### config.mk
export PLATFORM = sky130hd
export DESIGN_NAME = uart_rx_engine
export DESIGN_NICKNAME = d
export VERILOG_FILES = /design/src/rtl/uart_rx_engine.sv
export SDC_FILE = /design/constraint.sdc
export NUM_CORES = 1
export LEC_CHECK = 0
export BUFFER_PORTS_ARGS = -buffer_cell sky130_fd_sc_hd__clkbuf_2
export CAP_MARGIN = 20
export CORE_MARGIN = 2
export CORE_UTILIZATION = 40
export CTS_BUF_LIST = sky130_fd_sc_hd__clkbuf_4
export DETAILED_ROUTE_END_ITERATION = 8
export GPL_TIMING_DRIVEN = 1
export SYNTH_ARGS = -nofsm -noshare
export SYNTH_HDL_FRONTEND = slang
export SYNTH_SLANG_ARGS = --single-unit
### constraint.sdc
create_clock -name clk -period 8 [get_ports clk]
set_input_delay 1.6 -clock clk [delete_from_list [all_inputs] [get_ports clk]]
set_output_delay 1.6 -clock clk [all_outputs]
set_load 0.02 [all_outputs]
### src/rtl/uart_rx_engine.sv
// uart_rx_engine
// UART receive controller: synchronizes the serial line, validates the start
// bit at mid-bit, samples 7/8 data bits plus optional parity and one stop bit,
// and presents the byte to the host with a ready/read handshake.
//
// Ports
//   clk      system clock
//   reset    asynchronous active-high reset
//   rx       serial line (asynchronous, idle high)
//   baud_k   clocks per bit time (>= 4), captured at frame start
//   eight    1 = 8 data bits, 0 = 7 data bits (captured at frame start)
//   pen      parity enable (captured at frame start)
//   ohel     parity sense, 1 = odd, 0 = even (captured at frame start)
//   read     one-cycle pulse, host consumes rx_data
//   rx_data  received byte, bit 7 = 0 in 7-bit mode
//   rx_rdy   frame available
//   perr     parity error of the last frame
//   ferr     framing error (stop bit sampled low) of the last frame
//   ovf      frame completed while rx_rdy was still set
module uart_rx_engine #(
  parameter int CNT_W = 19
) (
  input  logic             clk,
  input  logic             reset,
  input  logic             rx,
  input  logic [CNT_W-1:0] baud_k,
  input  logic             eight,
  input  logic             pen,
  input  logic             ohel,
  input  logic             read,
  output logic [7:0]       rx_data,
  output logic             rx_rdy,
  output logic             perr,
  output logic             ferr,
  output logic             ovf
);

  typedef enum logic [1:0] {IDLE, START, DATA, DONE} state_t;

  state_t           state_q;
  logic             sync1_q;
  logic             rxs_q;
  logic [CNT_W-1:0] cnt_q;
  logic [3:0]       bit_cnt_q;
  logic [9:0]       shift_q;
  logic [CNT_W-1:0] baud_q;
  logic             eight_q;
  logic             pen_q;
  logic             ohel_q;
  logic [7:0]       rx_data_q;
  logic             rx_rdy_q;
  logic             perr_q;
  logic             ferr_q;
  logic             ovf_q;

  logic [CNT_W-1:0] tgt_d;
  logic             btu_d;
  logic [3:0]       nbits_d;
  logic [9:0]       frame_d;
  logic [7:0]       data_d;
  logic             par_bit_d;
  logic             stop_bit_d;
  logic             perr_d;

  // Start bit is checked half a bit time in; data bits one full bit apart,
  // so every later sample lands mid-bit.
  always_comb begin
    tgt_d = baud_q - CNT_W'(1);
    if (state_q == START) tgt_d = (baud_q >> 1) - CNT_W'(1);
    btu_d = ((state_q == START) || (state_q == DATA)) && (cnt_q == tgt_d);
  end

  // Bits enter at [9] and move right, so after n samples the first data bit
  // sits at [10-n]; shifting by 10-n puts it at [0] with the stop bit at [n-1].
  always_comb begin
    nbits_d    = (eight_q ? 4'd8 : 4'd7) + {3'b000, pen_q} + 4'd1;
    frame_d    = shift_q >> (4'd10 - nbits_d);
    data_d     = eight_q ? frame_d[7:0] : {1'b0, frame_d[6:0]};
    par_bit_d  = eight_q ? frame_d[8] : frame_d[7];
    stop_bit_d = frame_d[nbits_d - 4'd1];
    perr_d     = pen_q & (^data_d ^ par_bit_d ^ ohel_q);
  end

  always_ff @(posedge clk or posedge reset) begin
    if (reset) begin
      state_q   <= IDLE;
      sync1_q   <= 1'b1;
      rxs_q     <= 1'b1;
      cnt_q     <= '0;
      bit_cnt_q <= '0;
      shift_q   <= '0;
      baud_q    <= '0;
      eight_q   <= 1'b0;
      pen_q     <= 1'b0;
      ohel_q    <= 1'b0;
      rx_data_q <= '0;
      rx_rdy_q  <= 1'b0;
      perr_q    <= 1'b0;
      ferr_q    <= 1'b0;
      ovf_q     <= 1'b0;
    end else begin
      sync1_q <= rx;
      rxs_q   <= sync1_q;

      if (read && rx_rdy_q) begin
        rx_rdy_q <= 1'b0;
        ovf_q    <= 1'b0;
      end

      case (state_q)
        IDLE: begin
          cnt_q     <= '0;
          bit_cnt_q <= '0;
          if (!rxs_q) begin
            state_q <= START;
            baud_q  <= baud_k;
            eight_q <= eight;
            pen_q   <= pen;
            ohel_q  <= ohel;
          end
        end
        START: begin
          if (btu_d) begin
            cnt_q     <= '0;
            bit_cnt_q <= '0;
            state_q   <= rxs_q ? IDLE : DATA;
          end else begin
            cnt_q <= cnt_q + CNT_W'(1);
          end
        end
        DATA: begin
          if (btu_d) begin
            cnt_q     <= '0;
            shift_q   <= {rxs_q, shift_q[9:1]};
            bit_cnt_q <= bit_cnt_q + 4'd1;
            if ((bit_cnt_q + 4'd1) == nbits_d) state_q <= DONE;
          end else begin
            cnt_q <= cnt_q + CNT_W'(1);
          end
        end
        DONE: begin
          // These assignments come after the read clear above, so a read in
          // this cycle loses to the new frame.
          state_q   <= IDLE;
          cnt_q     <= '0;
          rx_data_q <= data_d;
          ferr_q    <= ~stop_bit_d;
          perr_q    <= perr_d;
          ovf_q     <= rx_rdy_q & ~read;
          rx_rdy_q  <= 1'b1;
        end
        default: state_q <= IDLE;
      endcase
    end
  end

  assign rx_data = rx_data_q;
  assign rx_rdy  = rx_rdy_q;
  assign perr    = perr_q;
  assign ferr    = ferr_q;
  assign ovf     = ovf_q;

endmodule

==> impl_metrics.tcl <==
set metrics [dict create \
    clk_latency_ns 0.47 \
    clockBufferDepth 2 \
    critPathKind "reg -> reg" \
    port_buffers 37 \
    hold_path_startpoint "sync1_q" \
    grt.total_usage_pct 18.8 \
    layoutNonFillerInstCount 728 \
    dieArea_sq_mm 0.0137 \
    drtIter0Drc 315 \
    routed_wl_mm 12.1 \
    async_flop_share_pct 100 \
    synth_cells 543 \
    period_share_pct 62.9 \
    slew_violations 0 \
    nNetsFinal 589 \
    hold_viol 0 \
    p_switching_w 0.000748 \
    timing.slew.headroom_pct 32.5 \
    rsz0062_at_grt "no" \
    max_freq_ghz 0.199 \
    rows 41 \
    power_frac_seq_pct 36.1 \
    ctsResizeCount 0 \
    drc 0 \
    p_int_w 0.000908 \
    htreeDepth 3 \
    cp.arrival_ns 5.39 \
    cts_tree "yes" \
    cp_max_fo 50 \
    dp_hpwl_mm 8.64 \
    io-pin-count 38 \
    holdWs_ns 0.364 \
    grt_overflow 0 \
    synth_top_flop_cell "dfrtp_1" \
    worstSetupEndpointType "flop" \
    synth.distinct_cells 68 \
    place_area_sq_mm 0.00536 \
    cts_buffers 9 \
    startpoint_type "flop" \
    leakage_nw 2.45 \
    final_util_pct 43.9 \
    grt_max_degree 72 \
    r2r_end "cnt_q[4]" \
    cts_hold_buf 0 \
    yosysWarnings 0 \
    synth_area_sq_mm 0.00510 \
    hold_path_end "rxs_q" \
    viasPerCell 5.70 \
    dr.max_layer_used "met4" \
    drt_pass1_iterations 5 \
    fin_worst_skew_ns 0.0208 \
    powerDensity_mw_per_mm2 302 \
    grt_pass1_vias 3822 \
    critPathRequiredTime_ns 8.36 \
    drive_gt1_share_pct 18.9 \
    drv_cap 0 \
    layout_min_cycle_time_ns 5.03 \
    synth_area_leaders "dfrtp_1 (34%), mux2_2 (6.6%), xnor2_1 (5.3%)" \
    area_delta_synth_final_pct 7.63 \
    hold_path.class "reg -> reg" \
    globalplace.congestion 0.827 \
    dr_total_vias 4152 \
    n_antenna_cell 0 \
    post-synth-top-count-cell "dfrtp_1" \
    clk_pin_slew_ns 0.11 \
    p_comb_share_pct 49.8 \
    max_slew.worst_pin.slew_ns 1.01 \
    synth.net_count 581 \
    fp.dieW_microns 117 \
    nFillCells 1273 \
    synth_common_cells "dfrtp_1 (69), nand2_1 (35), clkbuf_1 (34)" \
    root_buffer "clkbuf_4" \
    irDropWorstVdd_mv 0.118 \
    synth_largest_area_cell "dfrtp_1" \
    tns_ns 0 \
    final_area_sq_mm 0.00549 \
    cts.sinks 71 \
    setup_viol_count_final 0 \
    dr_wl_met3_microns 556 \
    ys_ff_latch 71 \
    grt_pass1_wl_mm 19.7 \
    wl_per_cell_microns 16.6 \
    synth_edf_count 0 \
    ys_seq_area_share_pct 34.9 \
    dp.cells 712 \
    rr_worst_depth 12 \
    syn_avg_cell_area_sq_um 9.39 \
    met2_length_mm 5.27 \
    drt-met1-wl_mm 6.09 \
    antenna_found_initial 0 \
    design.core.area_sq_mm 0.0125 \
    fp.dieH_microns 117 \
    status "finished clean" \
    holdPathStages 0 \
    final_antenna_net_count 0 \
    reg2reg_slack_ns 2.97 \
    swShare_pct 45.2 \
    synth.top_cell.area_share_pct 33.8 \
    post_cts_buffers 0 \
    power_frac_clock_pct 14.1 \
    start_util_pct 40.8 \
]
## worst max path at each step
stage / cells after the start / endpoint / startpoint
after CTS: 12 / cnt_q[4] / flop
after detailed placement: 12 / cnt_q[4] / flop
after global placement: 12 / cnt_q[1] / flop
after global routing: 12 / cnt_q[1] / flop
final: 12 / cnt_q[4] / flop
after floorplan: 15 / shift_q[2] / flop
## cells in the final DEF (no fill, tap or decap), types with 3 or more instances in the layout
master / count
ha_1: 11
nand2_1: 35
a221o_1: 3
and2_1: 3
nor4b_1: 3
and3_1: 27
a221oi_1: 5
o21ai_0: 15
nor2b_1: 6
o211ai_1: 3
or3_1: 4
a21oi_1: 20
nor3_1: 5
nor4_1: 6
o22ai_1: 13
nor3b_1: 6
xnor2_1: 31
xor2_1: 24
inv_1: 25
a31oi_1: 6
clkbuf_2: 37
mux2_2: 30
o311ai_0: 4
nand2b_1: 12
a21o_1: 4
or4_1: 4
nand3_1: 22
a211oi_1: 3
mux4_2: 5
clkbuf_4: 11
dfrtp_1: 69
mux2i_1: 24
nor2_1: 16
nand4_1: 5
## layer usage
layer  global-route usage, %  up-vias
met5                       0        -
met3                    4.53       17
met4                    5.88        0
li1                        -     1990
met1                    28.1     2041
met2                    26.8      104
## logic make-up after synthesis
kind of cell    share of synthesized area [%]
simple gates                             19.8
buf+inv                                  5.13
compound gates                           13.8
flops                                    34.9
fa+ha+maj                                2.94
xor+xnor                                 9.44
mux                                      14.0
## per-stage QoR
stage	setup WS [ns]	total power, W
global route	2.55	0.00179
detailed placement	3.04	0.00142
CTS	3.04	0.00166
finish	2.97	0.00166
floorplan	3.48	0.00124
global placement	3.26	0.00139
## power groups by stage
stage                     logic (W)  registers [W]  clock network (W)
after floorplan            0.000755       0.000489                  0
after global routing       0.000910       0.000617           0.000262
after detailed placement   0.000817       0.000602                  0
final                      0.000824       0.000598           0.000233
after global placement     0.000798       0.000593                  0
after CTS                  0.000822       0.000596           0.000243
## flip-flops by register name, summed over array words and instances, names as in the netlist, named ones only
name / count
baud_q: 19
bit_cnt_q: 4
cnt_q: 19
eight_q: 1
ferr: 1
ohel_q: 1
ovf: 1
pen_q: 1
perr: 1
rx_data: 8
rx_rdy: 1
rxs_q: 1
shift_q: 10
state_q: 1
sync1_q: 1
## final cells by class
cell class	count	area, sq um	area share (%)
repair buffers	39	200	3.65
flip-flops and latches	71	1780	32.4
well taps	172	215	3.92
inverters	26	97.6	1.78
clock inverters	5	50.0	0.912
multi-input cells	404	3070	55.8
clock buffers	11	82.6	1.50
## critical path, stage by stage (launching register included)
cell      delay, ns
dfrtp_1        0.42
inv_1          0.15
ha_2           0.89
mux2i_1        0.35
ha_1           0.28
nor4b_1        0.40
nand4b_1       0.41
o311ai_0       0.42
and4_1         0.25
a41oi_1        0.06
nor3_2         0.65
nand2_2        0.36
and3_1         0.29
(Power assumes the default switching activity.)
